`src/rtl/ovl_fire_collector.sv`:
```
// Collects OVL checker fire bits into saturating per-checker counts, a first-failure record and an ack'd irq.
// Optional OVL_FIRE_XCHK_EN: X/Z fire bits count as fires and set a sticky x_seen flag.
module ovl_fire_collector #(
  parameter int NUM_CHK = 8,
  parameter int CNT_W   = 8,
  parameter int ID_W    = (NUM_CHK > 1) ? $clog2(NUM_CHK) : 1
) (
  input  logic               clock,
  input  logic               reset,
  input  logic               enable,
  input  logic [NUM_CHK-1:0] fire,
  input  logic               ack,
  input  logic [ID_W-1:0]    rd_sel,
  output logic [CNT_W-1:0]   rd_count,
  output logic               irq,
  output logic               first_valid,
  output logic [ID_W-1:0]    first_id,
  output logic [NUM_CHK-1:0] first_vec,
  output logic [15:0]        total_fires,
`ifdef OVL_FIRE_XCHK_EN
  output logic               x_seen,
`endif
  output logic [1:0]         dbg_state
);

  typedef enum logic [1:0] {
    IDLE  = 2'd0,
    PEND  = 2'd1,
    DRAIN = 2'd2
  } state_t;

  state_t               state_q, state_d;
  logic [CNT_W-1:0]     cnt_q [NUM_CHK];
  logic [CNT_W-1:0]     cnt_d [NUM_CHK];
  logic [15:0]          tot_q, tot_d;
  logic                 irq_q, irq_d;
  logic                 fv_q, fv_d;
  logic [ID_W-1:0]      fid_q, fid_d;
  logic [NUM_CHK-1:0]   fvec_q, fvec_d;
  logic [CNT_W-1:0]     rdc_q, rdc_d;
  logic [NUM_CHK-1:0]   f_raw;
  logic [NUM_CHK-1:0]   f_eff;
  logic                 any_fire;
  logic [ID_W-1:0]      low_id;
`ifdef OVL_FIRE_XCHK_EN
  logic                 x_det;
  logic                 xs_q, xs_d;
`endif

  // Unknown fire bits are folded to 1, matching OVL's treatment of X on test_expr.
  always_comb begin
    f_raw = fire;
`ifdef OVL_FIRE_XCHK_EN
    x_det = 1'b0;
    for (int i = 0; i < NUM_CHK; i++) begin
      f_raw[i] = (fire[i] !== 1'b0);
      if ((fire[i] === 1'bx) || (fire[i] === 1'bz)) x_det = 1'b1;
    end
    xs_d = xs_q | (x_det & enable);
`endif
    f_eff    = f_raw & {NUM_CHK{enable}};
    any_fire = |f_eff;
  end

  always_comb begin
    low_id = '0;
    for (int i = NUM_CHK - 1; i >= 0; i--) begin
      if (f_eff[i]) low_id = ID_W'(i);
    end
  end

  always_comb begin
    tot_d = tot_q;
    if (any_fire && (tot_q != 16'hFFFF)) tot_d = tot_q + 16'd1;
    for (int i = 0; i < NUM_CHK; i++) begin
      cnt_d[i] = cnt_q[i];
      if (f_eff[i] && (cnt_q[i] != {CNT_W{1'b1}})) cnt_d[i] = cnt_q[i] + 1'b1;
    end
    // Readout uses the post-increment value so it reflects fires landing on the same edge.
    rdc_d = '0;
    if (int'(rd_sel) < NUM_CHK) rdc_d = cnt_d[rd_sel];
  end

  always_comb begin
    state_d = state_q;
    irq_d   = irq_q;
    fv_d    = fv_q;
    fid_d   = fid_q;
    fvec_d  = fvec_q;
    case (state_q)
      IDLE: begin
        if (any_fire) begin
          fvec_d  = f_eff;
          fid_d   = low_id;
          fv_d    = 1'b1;
          irq_d   = 1'b1;
          state_d = PEND;
        end
      end
      PEND: begin
        if (ack) begin
          irq_d   = 1'b0;
          state_d = DRAIN;
        end
      end
      DRAIN: begin
        // Re-arm only after one quiet sample so a stuck checker cannot retrigger irq.
        if (!any_fire) begin
          fv_d    = 1'b0;
          state_d = IDLE;
        end
      end
      default: begin
        state_d = IDLE;
        irq_d   = 1'b0;
        fv_d    = 1'b0;
      end
    endcase
  end

  always_ff @(posedge clock) begin
    if (reset) begin
      state_q <= IDLE;
      tot_q   <= '0;
      irq_q   <= 1'b0;
      fv_q    <= 1'b0;
      fid_q   <= '0;
      fvec_q  <= '0;
      rdc_q   <= '0;
      for (int i = 0; i < NUM_CHK; i++) cnt_q[i] <= '0;
`ifdef OVL_FIRE_XCHK_EN
      xs_q    <= 1'b0;
`endif
    end else begin
      state_q <= state_d;
      tot_q   <= tot_d;
      irq_q   <= irq_d;
      fv_q    <= fv_d;
      fid_q   <= fid_d;
      fvec_q  <= fvec_d;
      rdc_q   <= rdc_d;
      for (int i = 0; i < NUM_CHK; i++) cnt_q[i] <= cnt_d[i];
`ifdef OVL_FIRE_XCHK_EN
      xs_q    <= xs_d;
`endif
    end
  end

  assign rd_count    = rdc_q;
  assign irq         = irq_q;
  assign first_valid = fv_q;
  assign first_id    = fid_q;
  assign first_vec   = fvec_q;
  assign total_fires = tot_q;
  assign dbg_state   = state_q;
`ifdef OVL_FIRE_XCHK_EN
  assign x_seen      = xs_q;
`endif

endmodule

```
`config.mk`:
```
export PLATFORM = sky130hd
export DESIGN_NAME = ovl_fire_collector
export DESIGN_NICKNAME = d
export VERILOG_FILES = /design/src/rtl/ovl_fire_collector.sv
export SDC_FILE = /design/constraint.sdc
export NUM_CORES = 1
export LEC_CHECK = 0
export CAP_MARGIN = 20
export CORE_MARGIN = 2
export CORE_UTILIZATION = 55
export DETAILED_ROUTE_END_ITERATION = 10
export MAX_ROUTING_LAYER = met4
export PLACE_DENSITY = 0.74
export SYNTH_ARGS = -nofsm -noshare
export SYNTH_HDL_FRONTEND = slang
export SYNTH_SLANG_ARGS = --single-unit
```
`constraint.sdc`:
```
create_clock -name clock -period 3.95 [get_ports clock]
set_input_delay 1.185 -clock clock [delete_from_list [all_inputs] [get_ports clock]]
set_output_delay 1.185 -clock clock [all_outputs]
set_load 0.02 [all_outputs]
```
==> results of run 1 <==
==> worst max-delay path, delay by kind of cell <==
| family | cells | cell delay, ns |
|---|---|---|
| AND/OR/NAND/NOR | 3 | 0.26 |
| buffers and inverters | 2 | 0.81 |
| AO/OA/AOI/OAI | 3 | 1.02 |
==> path summary, 6_finish.rpt <==
kind,from,endpoint,slack [ns],cells past startpoint
worst max-delay path,enable,rd_count[2],0.92,8
worst min register to register,first_vec[2],first_vec[2],0.46,2
worst max register to register,cnt_q[1][8],rd_count[2],1.84,7
worst min-delay path,first_vec[2],first_vec[2],0.46,2
==> state kept, by name (all words and copies together), names as in the netlist <==
register,count
rd_count,8
first_valid,1
first_vec,8
cnt_q,64
first_id,3
dbg_state,2
total_fires,16
irq,1
==> through the flow <==
stage	utilization, %	setup WS [ns]	instances	area [um^2]
finish	65.89	0.9195	815	6146
global route	65.89	0.7600	815	6146
CTS	65.89	0.9577	815	6146
detailed placement	63.64	0.5798	799	5936
global placement	63.64	0.6200	799	5936
floorplan	-	1.329	634	5314
==> area by class of cell <==
type	instances	area share, %
tap	129	2.626
sequential	103	33.55
timing repair buffer	59	9.528
inverter	10	0.6107
multi-input combinational	498	50.26
clock buffer	14	2.809
clock inverter	2	0.6107
==> report_power, final <==
group          internal (mW)  leakage [nW]  switching [mW]
logic                  0.105          1.27           0.150
registers               1.07         0.836          0.0282
clock network          0.346         0.103           0.348
==> cell families after synthesis <==
kind of cell | count (synthesis) | synth area share [%]
xor gates and xnor gates | 34 | 5.604
adders and majority gates | 9 | 2.119
buffers and inverters | 33 | 3.061
DFF | 103 | 38.80
AOI/OAI and AO/OA | 105 | 14.06
and+or+nand+nor | 319 | 30.35
muxes | 31 | 6.004
==> routing by layer <==
metal	up-vias	part of all wire, %	track usage, %
li1	2378	-	-
met1	2298	45	36.34
met2	141	46	43.12
met3	26	6.4	6.703
met4	0	2.6	10.67
met5	-	0	-
==> layout by cell type (no fill, tap or decap), types with 15 or more instances in the layout <==
cell	n
xor2_1	19
nand2_1	57
a21oi_1	34
nand3_1	25
nor2_1	110
mux2i_1	24
xnor2_1	15
clkdlybuf4s50_1	52
nor3_1	21
nand4_1	27
dfxtp_1	103
==> metrics.txt, run 1 <==
PortBufs=53; drt first pass iters=5; gpl congestion=0.9554; Hold Fails Final Rpt=0; Post-synth EDFFs=0; Yosys top cell area share=38.80%; Vias=4843; Post-Syn Area=5314 um^2; Area contributors post-synth=dfxtp_1 (39%), nor2_1 (7.8%), mux2i_1 (4.5%); FMAX=0.3300 GHz; ANT cells=0; crit path cell chain=clkdlybuf4s50_1 > buf_4 > nand4_1 > a21oi_1 > o32a_1 > nor2_1 > a2111oi_0 > nor4_1; num ports=54; post-synth top area cell=dfxtp_1; standby leakage power=2.204 nW; kind of critical path=input port to register; CTS max path bufs=2; Die Y=102.3 um; final setup fails=0; gr usage total=28.21%; count leader, synth=nor2_1; Final HPWL DP=10.15 mm; status=completed; TritonCTS clock tree=done; fill cell count=820; CTS sink cnt=103; mean area per synthesized cell=8.381 um^2; Tmin final=3.031 ns; Initial DRC Count=280; layout cells sized above 1=7.289%; largest net degree at the start of global routing=61; Slew @ Worst Pin=0.6431 ns; Async SR Flop Fraction=0%; post-synthesis cell type count=76; max cap viols=0; Area Overhead vs Synth=15.66%; Seq cells post-synth=103; Commonest cells post-synth=nor2_1 (110), dfxtp_1 (103), nand2_1 (57), a21oi_1 (34), nand4_1 (27); CP startpoint kind=input port; Yosys warnings=0; Power Density=332.6 nW/um^2; syn_nets=658; first-pass GRT wire length=22.33 mm; Post-CTS Hold Buffers=0; Max VDD drop=295.0 uV; RSZ-0062 raised after global routing=false; Hold Path Class=register to register; Crit Path Max Fanout=14; ANT nets after route=0; Register Area=2062 um^2; crit share post-route=76.72%; post-route DRC violation count=0; Die W=102.3 um; row count=35; CP Capture Type=register; Fin Clk Skew=0.009717 ns; Multi-input gate area=3089 um^2; register area share after synthesis=38.80%; Main synth FF type=dfxtp_1; vias in the first global route=4594; effective utilization at floorplan=56.97%; Vias/cell=5.942; CTS buffer count=9; antenna violations before repair=0; nets=705; cts repair resizes=0; slowest CP cell=a2111oi_0; Worst Path Required=4.18 ns; Final TNS setup=0 ns; post-synthesis cell count=634; Post-Route WL=13.67 mm; worst rel slew slack=56.02%; DR WL/cell=16.77 um; CP peak stage delay=0.62 ns; Worst Hold Slack=0.4634 ns; Slew Limit Fails=0; Arr. time, crit path=3.26 ns; Clk pin slew, worst setup/hold paths=0.09 ns; Root Buffer=clkbuf_8; H-tree lvl count=3; die area=10460 um^2; total gr overflow=0; Clk Latency, worst-skew pair=0.37 ns; Power Total=2.044 mW; core area=9328 um^2; Setup Fix Bufs, Post-CTS=0
Power figures use the tool's default switching activity.
==> run 2: changes to the inputs <==
==> constraint.sdc (replaced) <==
create_clock -name clock -period 2.9 [get_ports clock]
set_input_delay 0.87 -clock clock [delete_from_list [all_inputs] [get_ports clock]]
set_output_delay 0.87 -clock clock [all_outputs]
set_load 0.02 [all_outputs]
==> metrics.txt, run 2 (same netlist as run 1, synthesis figures left out) <==
CTS max path bufs=2; Area Overhead vs Synth=22.56%; Clk Latency, worst-skew pair=0.38 ns; Hold Fails Final Rpt=0; CTS sink cnt=103; Final HPWL DP=11.01 mm; antenna violations before repair=0; CP startpoint kind=input port; most common cell after layout, fill and taps aside=nor2_1; Final TNS setup=0 ns; ANT nets after route=0; status=completed; Post-CTS Hold Buffers=0; TritonCTS clock tree=done; Hold Path Stages=2; standby leakage power=2.439 nW; effective utilization at floorplan=56.97%; cts repair resizes=0; max cap viols=0; H-tree lvl count=3; Power Total=2.776 mW; post-route DRC violation count=0; row count=35; FMAX=0.3661 GHz; Die W=102.3 um; total gr overflow=0; Tmin final=2.732 ns; crit share post-route=94.19%; Hold EP=first_vec[6]; Clk pin slew, worst setup/hold paths=0.10 ns; most frequent cells in the layout=nor2_1 (110), dfxtp_1 (103), buf_4 (60); worst reg2reg startpoint=cnt_q[1][24]; Worst Hold Slack=0.4561 ns; die area=10460 um^2; Cell Area, Placed=6321 um^2; Fin Clk Skew=0.008130 ns; Max VDD drop=386.1 uV; RSZ-0062 raised after global routing=false; core area=9328 um^2; final setup fails=0; CP Capture Type=register; layout cells sized above 1=13.94%; Hold Path Origin=first_vec[6]; worst reg2reg path depth=7; num ports=54; nets=758; Crit Path Max Fanout=9; Power Density=426.3 nW/um^2; PortBufs=53; gpl congestion=0.9449; Setup Fix Bufs, Post-CTS=0; number of flip-flops in the largest register=64; ANT cells=0; Arr. time, crit path=3.01 ns; Design Area, Final=6513 um^2; Final Util=69.82%; Worst Path Required=3.18 ns; drt first pass iters=4; Slew Limit Fails=0; Die Y=102.3 um; reg-to-reg endpoint=rd_count[0]; gr usage total=29.91%; kind of critical path=input port to register; largest net degree at the start of global routing=47; first-pass GRT wire length=23.67 mm; Slew @ Worst Pin=0.6057 ns; vias in the first global route=4760; DR WL/cell=16.56 um; Post-Route WL=14.37 mm; worst rel slew slack=59.25%; worst reg-to-reg setup slack=0.80 ns; CTS buffer count=9; Root Buffer=clkbuf_8; Initial DRC Count=255; largest register by flop count=cnt_q; Hold Path Class=register to register; Vias/cell=5.836; Vias=5066
run 2: where the power goes:
group          total [mW]  internal (mW)  switching [mW]
Sequential           1.49           1.45          0.0391
Combinational       0.390          0.174           0.216
Clock               0.893          0.400           0.493
Total                2.78           2.03           0.748
run 2: critical path, stage by stage:
cell and delay (ns):
clkdlybuf4s50_1 0.70, buf_4 0.23, nand2_2 0.08, nor3_2 0.20
mux2i_1 0.19, a22oi_1 0.21, o21ai_1 0.13, a2111oi_2 0.38
run 2: area by class of cell:
| cell class | instances | area (um^2) |
|---|---|---|
| clock buffers | 11 | 131.4 |
| clock inverters | 5 | 58.81 |
| fillers | 771 | 2815 |
| inverters | 10 | 37.54 |
| multi-input cells | 498 | 3090 |
| flip-flops and latches | 103 | 2062 |
| well taps | 129 | 161.4 |
| repair buffers | 112 | 970.9 |
run 2: per-stage QoR:
stage          setup WS [ns]  std cells
6_report              0.1685        868
5_1_grt              0.06333        868
4_1_cts              0.09027        868
3_5_place_dp         -0.3069        852
3_3_place_gp         -0.2936        852
2_1_floorplan         0.5940        634
run 2: worst max-delay path by stage:
stage / from / endpoint / slack [ns]
floorplan: enable / rd_count[5] / 0.59
global placement: enable / rd_count[2] / -0.29
detailed placement: enable / rd_count[2] / -0.31
CTS: enable / rd_count[2] / 0.09
global route: enable / rd_count[7] / 0.06
finish: enable / rd_count[7] / 0.17
run 2: routing by layer:
layer	part of all wire (%)	routed length [um]	vias up	global-route usage, %
met4	1.8	252	0	7.692
met3	5.1	740	26	6.635
met2	48	6899	144	48.63
met1	45	6478	2413	37.87
li1	-	-	2483	-
met5	0	0	-	-
